`config.mk`:
```
export PLATFORM = sky130hd
export DESIGN_NAME = display_scan_controller
export DESIGN_NICKNAME = d
export VERILOG_FILES = /design/src/rtl/display_scan_controller.sv
export SDC_FILE = /design/constraint.sdc
export NUM_CORES = 1
export LEC_CHECK = 0
export CORE_MARGIN = 4
export CORE_UTILIZATION = 54
export DETAILED_ROUTE_END_ITERATION = 8
export PLACE_DENSITY = 0.85
export SLEW_MARGIN = 25
export SYNTH_ARGS = -nofsm -noshare
export SYNTH_HDL_FRONTEND = slang
export SYNTH_SLANG_ARGS = --single-unit
export TNS_END_PERCENT = 20
```
`constraint.sdc`:
```
create_clock -name clk -period 2.45 [get_ports clk]
set_clock_uncertainty 0.05 [all_clocks]
set_input_delay 0.735 -clock clk [delete_from_list [all_inputs] [get_ports clk]]
set_output_delay 0.735 -clock clk [all_outputs]
set_load 0.05 [all_outputs]
```
`src/rtl/display_scan_controller.sv`:
```
// display_scan_controller
// Time-multiplexes one shared hex-to-7-segment decoder across NUM_DIGITS
// common-anode digits. Each digit slot is a blanking gap (all anodes off,
// nibble already presented so the decoder settles) followed by a SHOW window.
// Loaded data is held in a shadow register and promoted to the active
// register only at frame boundaries, so a frame never mixes old and new data.
module display_scan_controller #(
  parameter int NUM_DIGITS    = 4,
  parameter int REFRESH_COUNT = 27000,
  parameter int BLANK_CYCLES  = 16
) (
  input  logic                    clk,
  input  logic                    rst,
  input  logic [4*NUM_DIGITS-1:0] data_in,
  input  logic                    load,
  input  logic [NUM_DIGITS-1:0]   enable_mask,
  output logic [3:0]              binary_code,
  output logic [NUM_DIGITS-1:0]   digit_sel,
  output logic                    frame_done
);

  localparam int MAXC  = (REFRESH_COUNT > BLANK_CYCLES) ? REFRESH_COUNT : BLANK_CYCLES;
  localparam int CNT_W = (MAXC > 1) ? $clog2(MAXC) : 1;
  localparam int IDX_W = $clog2(NUM_DIGITS);

  localparam logic [CNT_W-1:0] BLANK_LAST = CNT_W'(BLANK_CYCLES - 1);
  localparam logic [CNT_W-1:0] SHOW_LAST  = CNT_W'(REFRESH_COUNT - 1);
  localparam logic [IDX_W-1:0] IDX_LAST   = IDX_W'(NUM_DIGITS - 1);

  typedef enum logic {S_BLANK, S_SHOW} state_t;

  state_t                  state_q, state_d;
  logic [CNT_W-1:0]        cnt_q, cnt_d;
  logic [IDX_W-1:0]        idx_q, idx_d;
  logic [4*NUM_DIGITS-1:0] shadow_q, shadow_d;
  logic [4*NUM_DIGITS-1:0] active_q, active_d;
  logic [3:0]              binary_code_q, binary_code_d;
  logic [NUM_DIGITS-1:0]   digit_sel_q, digit_sel_d;
  logic                    frame_done_q, frame_done_d;
  logic                    boundary;

  // Next-state: slot sequencing, frame-boundary data promotion, and the
  // output values derived from the next state so outputs stay registered.
  always_comb begin
    state_d  = state_q;
    cnt_d    = cnt_q + 1'b1;
    idx_d    = idx_q;
    boundary = 1'b0;
    shadow_d = load ? data_in : shadow_q;
    active_d = active_q;

    case (state_q)
      S_BLANK: begin
        if (cnt_q == BLANK_LAST) begin
          state_d = S_SHOW;
          cnt_d   = '0;
        end
      end
      S_SHOW: begin
        if (cnt_q == SHOW_LAST) begin
          state_d = S_BLANK;
          cnt_d   = '0;
          if (idx_q == IDX_LAST) begin
            idx_d    = '0;
            boundary = 1'b1;
          end else begin
            idx_d = idx_q + 1'b1;
          end
        end
      end
      default: begin
        state_d = S_BLANK;
        cnt_d   = '0;
      end
    endcase

    // A load coinciding with the boundary edge goes straight to the new frame.
    if (boundary) begin
      active_d = load ? data_in : shadow_q;
    end

    // Nibble is presented for the whole slot, including its blanking gap.
    binary_code_d = active_d[{idx_d, 2'b00} +: 4];

    // Only the digit in SHOW may light, and only if enabled.
    digit_sel_d = '1;
    if (state_d == S_SHOW) begin
      digit_sel_d[idx_d] = ~enable_mask[idx_d];
    end

    frame_done_d = boundary;
  end

  // State and registered outputs; reset clears everything including pending data.
  always_ff @(posedge clk) begin
    if (rst) begin
      state_q       <= S_BLANK;
      cnt_q         <= '0;
      idx_q         <= '0;
      shadow_q      <= '0;
      active_q      <= '0;
      binary_code_q <= '0;
      digit_sel_q   <= '1;
      frame_done_q  <= 1'b0;
    end else begin
      state_q       <= state_d;
      cnt_q         <= cnt_d;
      idx_q         <= idx_d;
      shadow_q      <= shadow_d;
      active_q      <= active_d;
      binary_code_q <= binary_code_d;
      digit_sel_q   <= digit_sel_d;
      frame_done_q  <= frame_done_d;
    end
  end

  assign binary_code = binary_code_q;
  assign digit_sel   = digit_sel_q;
  assign frame_done  = frame_done_q;

endmodule

```
==> reports/metrics.cfg <==
[status]
status=completed

[route]
drt_first_pass_iters=4
drt-total-wl_um=5198
drc=0
vias=2041
via_per_inst=5.577
drtIter0Drc=148
antenna_left=0
wire_per_inst_um=14.20

[synthesis]
ys_warn_count=0
ys_seq_area_share_pct=47.01
synth_compound_area_share_pct=8.616
syn_nets=294
synth_cells=269
yosysUniqueCellTypes=31
synth_edf_count=0
avgSynthCellArea_um2=9.340
synthAdderAreaFrac_pct=0.9960
synth-main-ff-cell=dfxtp_1
ys_ff_latch=59
synthMuxAreaShare_pct=13.65
synth_simple_gate_area_share_pct=22.36
ys_async_sr_fraction_pct=0
synth_top_family_by_area=simple AND/OR/NAND/NOR gates
synthXorXnorAreaFrac_pct=4.183
synth_area_um2=2512

[cts]
post_cts_buffers=0
cts_made_buffers=9
clk_path_buf_depth=2
htree_num_levels=3
clk_latency_ns=0.32
clk_pin_slew_ns=0.06
cts_sinks=59
tritoncts=yes
cts-root-buf=clkbuf_8

[critical_path]
rr_worst_depth=7
crit_start=cnt_q[9]
cp_num_buf_inv=2
crit_family=simple AND/OR/NAND/NOR gates
crit_path_cell_trace=or4_4, nor4_4, buf_6, mux2i_1, buf_4, nand2_1, a221oi_2
rrSetupSlack_ns=0.13
crit_path_max_fanout=13
crit_slowest_cell=or4_4
rr_startpoint=cnt_q[9]
end_kind=flop
crit_type=flop to flop
required_ns=2.64
cp-start-kind=flop
slowest_delay_ns=0.59
worst_ep_arrival_time_ns=2.51
reg2reg_to=binary_code[3]

[finish]
n_antenna_cell=0
nets=335
area_growth_pct=24.75
fillers=325
instances_no_fill=366
drive_gt1_share_pct=16.56
final_core_util_pct=71.00

[sta]
setup_viol=0
fin_crit_ns=2.324
post-route-period-util_pct=94.84
tightest_slew_ns=0.6297
hold_viol=0
setup_ws_ns=0.1263
slew_headroom_pct=58.01
fin_tns_setup_ns=0
grt_setup_unrepaired=no
timing.final.max_slew_violations=0
fmax_mhz=430.4

[pwr]
leakage_uw=0.001149
powerDensity_nw_per_um2=601.1
ir_drop_mv=0.3444

[die]
io_pins=32
num_rows=24
core_um2=4414
start_util_pct=56.92
dieArea_um2=5808
die_h_um=76.21
die-width_um=76.21

[global_route]
grt_pass1_wl_um=8887
grt_use_total_pct=18.53
overflow=0
antenna_found_initial=0
grt_max_degree=21
first_global_vias=1954

[flow_run]
drv_cap=0

[placed_design]
post-place-ws_ns=0.06861
dpl.hpwl_um=3494
dp_cells=351
gp_congestion=0.8108
port_buffers=31

[hold_path]
whs_path_depth=1
hold_path_end=cnt_q[0]
hp-class=flop to flop
min_from=cnt_q[0]

layer usage:
| metal | share of wire (%) | up-vias | global-route usage [%] |
|---|---|---|---|
| met5 | 0 | - | 0 |
| met4 | 2.1 | 0 | 7.867 |
| met3 | 5.9 | 12 | 6.738 |
| met2 | 47 | 60 | 28.94 |
| met1 | 45 | 957 | 22.92 |
| li1 | - | 1012 | - |
worst reg2reg max path, stage by stage (launching register included):
cell and delay [ns]:
dfxtp_1 0.31, or4_4 0.59, nor4_4 0.31, buf_6 0.19, mux2i_1 0.29, buf_4 0.20, nand2_1 0.07, a221oi_2 0.23
synth_stat cells, types with 5 or more instances:
library cell  number  area [um2]
nand4_1            9       56.30
nand2_1           22       82.58
mux2i_1           14       140.1
clkbuf_1           9       33.78
nand3_1            9       45.04
dfxtp_1           59        1181
a21oi_1           17       85.08
xor2_1             7       61.31
xnor2_1            5       43.79
nor2b_1           12       75.07
o21ai_0            5       25.02
mux2_2            14       157.7
nor2_1            46       172.7
how the worst max path moves through the flow:
stage	end	slack, ns	cells after the start
after floorplan	binary_code[0]	0.25	6
after global placement	binary_code[3]	0.10	6
after detailed placement	binary_code[3]	0.07	6
after CTS	binary_code[2]	0.10	6
after global routing	binary_code[1]	0.004	7
final	binary_code[3]	0.13	7
placed cells by master (no fill, tap or decap), types with 2 or more instances in the layout:
| master | netlist | layout |
|---|---|---|
| a21oi_1 | 17 | 16 |
| a221oi_2 | 4 | 4 |
| buf_4 | 0 | 13 |
| clkbuf_8 | 0 | 12 |
| clkdlybuf4s50_1 | 0 | 31 |
| clkinv_2 | 0 | 2 |
| dfxtp_1 | 59 | 59 |
| ha_1 | 2 | 2 |
| inv_1 | 4 | 4 |
| mux2_1 | 4 | 4 |
| mux2_2 | 14 | 14 |
| mux2i_1 | 14 | 14 |
| nand2_1 | 22 | 22 |
| nand3_1 | 9 | 9 |
| nand4_1 | 9 | 9 |
| nand4b_1 | 2 | 2 |
| nor2_1 | 46 | 46 |
| nor2b_1 | 12 | 12 |
| nor4_1 | 3 | 3 |
| nor4_4 | 2 | 2 |
| o211ai_1 | 4 | 4 |
| o21ai_0 | 5 | 5 |
| or3_1 | 2 | 2 |
| xnor2_1 | 5 | 5 |
| xor2_1 | 7 | 7 |
stage by stage:
| step | power [uW] | hold slack (ns) | instance area [um2] |
|---|---|---|---|
| 5_1_grt | 1954 | 0.4109 | 3134 |
| 4_1_cts | 1902 | 0.3915 | 3127 |
| 2_1_floorplan | 1065 | 0.3637 | 2512 |
| 3_3_place_gp | 1118 | 0.3739 | 2948 |
| 3_5_place_dp | 1122 | 0.3818 | 2948 |
| 6_report | 1884 | 0.3878 | 3134 |
power breakdown:
group	total [uW]	switching, uW	internal (uW)
Combinational	116	49.6	66.2
Clock	783	342	441
Sequential	985	5.68	979
area by class of cell:
| cell class | count | area [um2] | area share [%] |
|---|---|---|---|
| inverter | 4 | 15.01 | 0.4790 |
| sequential | 59 | 1181 | 37.68 |
| timing repair buffer | 46 | 439.2 | 14.01 |
| clock inverter | 2 | 10.01 | 0.3194 |
| tap | 52 | 65.06 | 2.076 |
| clock buffer | 13 | 168.9 | 5.389 |
| multi-input combinational | 190 | 1255 | 40.04 |
sequential cells by signal, indices dropped and copies added, names as in the netlist:
name,cells
cnt_q,15
shadow_q,16
binary_code,4
active_q,16
state_q,1
frame_done,1
idx_q,2
digit_sel,4
logic make-up (layout without fill, tap and decap cells):
kind of cell | Yosys count | after routing
muxes | 32 | 32
DFF | 59 | 59
adders and majority gates | 2 | 2
xor gates and xnor gates | 12 | 12
buffers and inverters | 20 | 65
and+or+nand+nor | 112 | 112
AOI/OAI and AO/OA | 32 | 32
what timing repair did:
| item | CTS | global route |
|---|---|---|
| endpoints found under the setup margin | 0 | 2 |
| gates resized for setup | 0 | 2 |
| hold buffers | 0 | 0 |
No activity file was read; power rests on OpenSTA's default activity.
